`src/rtl/jof32_hazard_ctrl.sv`:
```
// JOF32 pipeline sequencing: load-use bubble, taken-branch flush, data-memory freeze
// with timeout abort, plus a saturating stall-cycle counter.
module jof32_hazard_ctrl #(
    parameter int unsigned REG_AW      = 4,
    parameter int unsigned MEM_TIMEOUT = 15,
    parameter int unsigned BR_FLUSH    = 2
) (
    input  logic              clk,
    input  logic              rst_n,
    input  logic [REG_AW-1:0] id_rs1,
    input  logic [REG_AW-1:0] id_rs2,
    input  logic              id_use_rs1,
    input  logic              id_use_rs2,
    input  logic [REG_AW-1:0] ex_dir_wb,
    input  logic              ex_sel_ld,
    input  logic              ex_reg_wr,
    input  logic              br_taken,
    input  logic              mem_req,
    input  logic              mem_ack,
    output logic              pc_en,
    output logic              ifid_en,
    output logic              ifid_flush,
    output logic              idex_en,
    output logic              idex_flush,
    output logic              exmem_en,
    output logic              memwb_flush,
    output logic              fault,
    output logic [15:0]       stall_cnt
);

    typedef enum logic [1:0] {RUN, FLUSH, MEMWAIT} state_t;

    state_t      state, state_nxt;
    logic [1:0]  fcnt, fcnt_nxt;
    logic [7:0]  wcnt, wcnt_nxt;
    logic        fault_set;
    logic        mem_stall;
    logic        ld_use;
    logic        timeout;

    assign mem_stall = mem_req & ~mem_ack;
    assign ld_use    = ex_sel_ld & ex_reg_wr &
                       ((id_use_rs1 & (id_rs1 == ex_dir_wb)) |
                        (id_use_rs2 & (id_rs2 == ex_dir_wb)));
    assign timeout   = (wcnt >= 8'(MEM_TIMEOUT));

    // State register and counters
    always_ff @(posedge clk or negedge rst_n) begin
        if (!rst_n) begin
            state     <= RUN;
            fcnt      <= '0;
            wcnt      <= '0;
            fault     <= 1'b0;
            stall_cnt <= '0;
        end else begin
            state <= state_nxt;
            fcnt  <= fcnt_nxt;
            wcnt  <= wcnt_nxt;
            if (fault_set)
                fault <= 1'b1;
            if (!pc_en && stall_cnt != 16'hFFFF)
                stall_cnt <= stall_cnt + 16'd1;
        end
    end

    // Next state: memory wait outranks branch; load-use needs no state
    always_comb begin
        state_nxt = state;
        fcnt_nxt  = fcnt;
        wcnt_nxt  = wcnt;
        fault_set = 1'b0;
        case (state)
            RUN: begin
                if (mem_stall) begin
                    state_nxt = MEMWAIT;
                    wcnt_nxt  = 8'd1;
                end else if (br_taken && BR_FLUSH > 1) begin
                    state_nxt = FLUSH;
                    fcnt_nxt  = 2'(BR_FLUSH - 1);
                end
            end
            FLUSH: begin
                if (mem_stall) begin
                    state_nxt = MEMWAIT;
                    wcnt_nxt  = 8'd1;
                    fcnt_nxt  = '0;
                end else begin
                    fcnt_nxt = fcnt - 2'd1;
                    if (fcnt <= 2'd1)
                        state_nxt = RUN;
                end
            end
            MEMWAIT: begin
                if (mem_ack) begin
                    state_nxt = RUN;
                    wcnt_nxt  = '0;
                end else if (timeout) begin
                    state_nxt = RUN;
                    wcnt_nxt  = '0;
                    fault_set = 1'b1;
                end else begin
                    wcnt_nxt = wcnt + 8'd1;
                end
            end
            default: state_nxt = RUN;
        endcase
    end

    // Pipeline controls; all forced low while reset is held
    always_comb begin
        pc_en       = 1'b0;
        ifid_en     = 1'b0;
        ifid_flush  = 1'b0;
        idex_en     = 1'b0;
        idex_flush  = 1'b0;
        exmem_en    = 1'b0;
        memwb_flush = 1'b0;
        if (rst_n) begin
            pc_en    = 1'b1;
            ifid_en  = 1'b1;
            idex_en  = 1'b1;
            exmem_en = 1'b1;
            case (state)
                RUN, FLUSH: begin
                    if (mem_stall) begin
                        pc_en       = 1'b0;
                        ifid_en     = 1'b0;
                        idex_en     = 1'b0;
                        exmem_en    = 1'b0;
                        memwb_flush = 1'b1;
                    end else if (state == FLUSH) begin
                        ifid_flush = 1'b1;
                    end else if (br_taken) begin
                        ifid_flush = 1'b1;
                        idex_flush = 1'b1;
                    end else if (ld_use) begin
                        pc_en      = 1'b0;
                        ifid_en    = 1'b0;
                        idex_flush = 1'b1;
                    end
                end
                MEMWAIT: begin
                    if (!mem_ack) begin
                        if (timeout) begin
                            memwb_flush = 1'b1;
                        end else begin
                            pc_en       = 1'b0;
                            ifid_en     = 1'b0;
                            idex_en     = 1'b0;
                            exmem_en    = 1'b0;
                            memwb_flush = 1'b1;
                        end
                    end
                end
                default: ;
            endcase
        end
    end

endmodule

```
`config.mk`:
```
export PLATFORM = sky130hd
export DESIGN_NAME = jof32_hazard_ctrl
export DESIGN_NICKNAME = d
export VERILOG_FILES = /design/src/rtl/jof32_hazard_ctrl.sv
export SDC_FILE = /design/constraint.sdc
export NUM_CORES = 1
export LEC_CHECK = 0
export ABC_AREA = 1
export BUFFER_PORTS_ARGS = -buffer_cell sky130_fd_sc_hd__clkbuf_2
export CAP_MARGIN = 0
export CORE_ASPECT_RATIO = 0.9
export CORE_MARGIN = 10
export CORE_UTILIZATION = 52
export DETAILED_ROUTE_END_ITERATION = 16
export HOLD_SLACK_MARGIN = 0.06
export PLACE_DENSITY = 0.87
export REMOVE_ABC_BUFFERS = 1
export SYNTH_ARGS = -nofsm -noshare
export SYNTH_HDL_FRONTEND = slang
export SYNTH_SLANG_ARGS = --single-unit
```
`constraint.sdc`:
```
create_clock -name clk -period 2.3 [get_ports clk]
set_input_delay 0.46 -clock clk [delete_from_list [all_inputs] [get_ports clk]]
set_output_delay 0.46 -clock clk [all_outputs]
set_load 0.1 [all_outputs]
```
==> results.tsv <==
metric	value	unit
Seq/Total Area, Yosys	0.391	
worst hold path class	primary input to asynchronous set/reset pin	
Leak	1.26	nW
Sw Share	0.433	
Area contributors post-synth	dfrtp_1 39%, nand2_1 15%, nor2_1 7.1%, inv_1 6.9%, nand4_1 6.4%	
maximum vdd drop	1.27	mV
Placed Instances	345	
Layout area overhead	28.0	%
synth warn	0	
PD cells	899	nW/µm²
max_cap viols	0	
GRT Overall Usage	0.154	
post-synth design cell area	1860	µm²
site row count	20	
clock sink count	29	
CP peak stage delay	390	ps
final routed DRC violation total	0	
CP endpoint kind	output pin	
initial antenna violation count	0	
Comb pwr share	0.388	
met2 Track Usage GR	0.248	
Skew-Pair Late Insertion Delay	290	ps
nets@finish	333	
RePlAce Congestion	0.961	
Reg2Reg Depth	9	
CTS Buf Count	5	
Worst EP arrival	1720	ps
most used cell, CP	nand2_1	
net switching power	0.924	mW
commonest cells in the netlist	74 x nand2_1, 35 x nor2_1, 34 x inv_1	
Area after DPL	2220	µm²
Starting Density	0.545	
crit path max fanout	4	
Least-Margin Pin Slew	549	ps
Mapped Avg Cell Area	7.16	µm²
TritonCTS clock tree	built	
Routed WL per cell	13.7	µm
setup TNS	0	ps
met1 Resource Use GR	0.191	
Max Freq	0.458	GHz
reg-to-reg startpoint	stall_cnt[0]	
Required @ worst endpoint	1840	ps
skew final	9.19	ps
Iteration-0 DRC Markers	173	
Post-CTS Setup Inserts	0	
largest net degree at the start of global routing	18	
status	complete, no violations	
FF+latch count, synth	29	
gr busiest metal	met2	
Final setup viols	0	
Layout Cells excl Fill	354	
Pre-antenna DRT Iters	4	
port bufs	44	
flop-to-flop setup slack	320	ps
first-pass GRT wire length	8500	µm
most frequent cell after synthesis	nand2_1	
Internal	1.21	mW
clock buffer depth	2	
worst hold slack	155	ps
Place WS	246	ps
Synth top area share	0.391	
Async SR Flop Fraction	1.00	
RSZ-0062 raised after global routing	true	
synth unique cells	29	
GR Overflow Total	0	
Ant. Diodes	0	
placeable core area	3400	µm²
Max transition margin	0.635	
PnR worst setup slack	119	ps
EDFF count, synth	0	
slowest CP cell	dfrtp_1	
Vias	1855	
Seq pwr share	0.313	
ys flop type	dfrtp_1	
final hold violation count	0	
fin crit period	2180	ps
drt via density	5.24	
Ports	45	
WL final	4860	µm
Die Y	76.7	µm
Clock Pin Slew Worst Setup and Hold Paths	70	ps
Cell Chain, Critical Path	ha_1 -> nand2_1 -> nor2_1 -> nor2_2 -> nand2_1 -> nand2_1 -> nor2_4 -> buf_12	
clk root buf	clkbuf_8	
# H-tree levels	2	
crit share post-route	0.948	
Clk pwr share	0.299	
Slew Limit Fails	0	
CP Launch Type	flip-flop	
fraction of layout cells with a size suffix above 1	0.216	
cell accounting for the most synthesized area	dfrtp_1	
final instance area	2370	µm²
detailed placer's ending HPWL	3720	µm
die area	6360	µm²
met3 global-route usage	0.0412	
Synth Instances	259	
R2R Path End	stall_cnt[8]	
Setup CP Type	flip-flop to output pin	
die width	83.0	µm
vias in the first global route	1826	
remaining antenna violation count	0	
==> how the worst max path moves through the flow <==
stage / start / to / slack, ps / cells past startpoint
2_1_floorplan: wcnt[0] / exmem_en / -1510 / 7
3_3_place_gp: mem_ack / idex_flush / 260 / 10
3_5_place_dp: mem_ack / idex_flush / 250 / 10
4_1_cts: wcnt[0] / idex_en / 4 / 8
5_1_grt: wcnt[0] / idex_en / -5 / 8
6_report: wcnt[0] / exmem_en / 120 / 8
==> critical path: cells and delay by family, from the launching register on <==
family / cells / cell delay (ps)
fa+ha+maj: 1 / 190
flops: 1 / 390
simple gates: 6 / 670
buf+inv: 1 / 190
==> cell usage in the layout, fill, tap and decap left out, types with 2 or more instances in the layout <==
cell and count:
o21a_1 2, xnor2_1 9, ha_1 3, clkinv_1 2, nor2_2 3, buf_12 7
nor3_1 5, o21ai_0 4, xor2_1 6, inv_1 34, nor2_1 33, dfrtp_1 29
clkbuf_2 37, buf_4 4, clkbuf_8 5, a21oi_1 3, nand2_2 2, nand2_1 74
nand4_1 19, nand3_1 13, bufinv_16 2, inv_2 2
==> cell families after synthesis <==
group	after synthesis	synth area share
simple gates	155	0.374
buf+inv	44	0.101
flops	29	0.391
xor+xnor	15	0.0708
compound gates	13	0.0432
fa+ha+maj	3	0.0202
==> stage by stage <==
stage | util | power [mW]
2_1_floorplan | - | 1.29
3_3_place_gp | 0.653 | 1.48
3_5_place_dp | 0.653 | 1.50
4_1_cts | 0.695 | 2.13
5_1_grt | 0.698 | 2.23
6_report | 0.698 | 2.13
==> routing by layer <==
layer	vias to the layer above	routed length [µm]
met3	8	253
met2	52	2410
met4	0	61
li1	925	-
met1	870	2140
met5	-	0
==> power groups by stage <==
| stage | Clock [mW] | Combinational [mW] | Sequential [mW] |
|---|---|---|---|
| finish | 0.637 | 0.829 | 0.669 |
| global route | 0.662 | 0.891 | 0.682 |
| CTS | 0.637 | 0.831 | 0.666 |
| detailed placement | 0 | 0.825 | 0.674 |
| global placement | 0 | 0.814 | 0.668 |
| floorplan | 0 | 0.318 | 0.968 |
==> state kept, by name, summed over array words and instances (netlist names) <==
register	flops
state	2
stall_cnt	16
fcnt	2
wcnt	8
fault	1
==> final cells by class <==
| type | count | area (µm²) |
|---|---|---|
| clock buffer | 5 | 68.8 |
| fill | 291 | 1030 |
| tap | 44 | 55.1 |
| inverter | 38 | 143 |
| timing repair buffer | 49 | 365 |
| clock inverter | 3 | 65.1 |
| sequential | 29 | 726 |
| multi-input combinational | 186 | 952 |
==> timing repair <==
item / 4_1_cts / 5_1_grt
gates resized for setup: 0 / 3
hold buffers: 1 / 0
endpoints found under the hold margin: 1 / 0
setup endpoints to repair: 0 / 4
(Power assumes the default switching activity.)
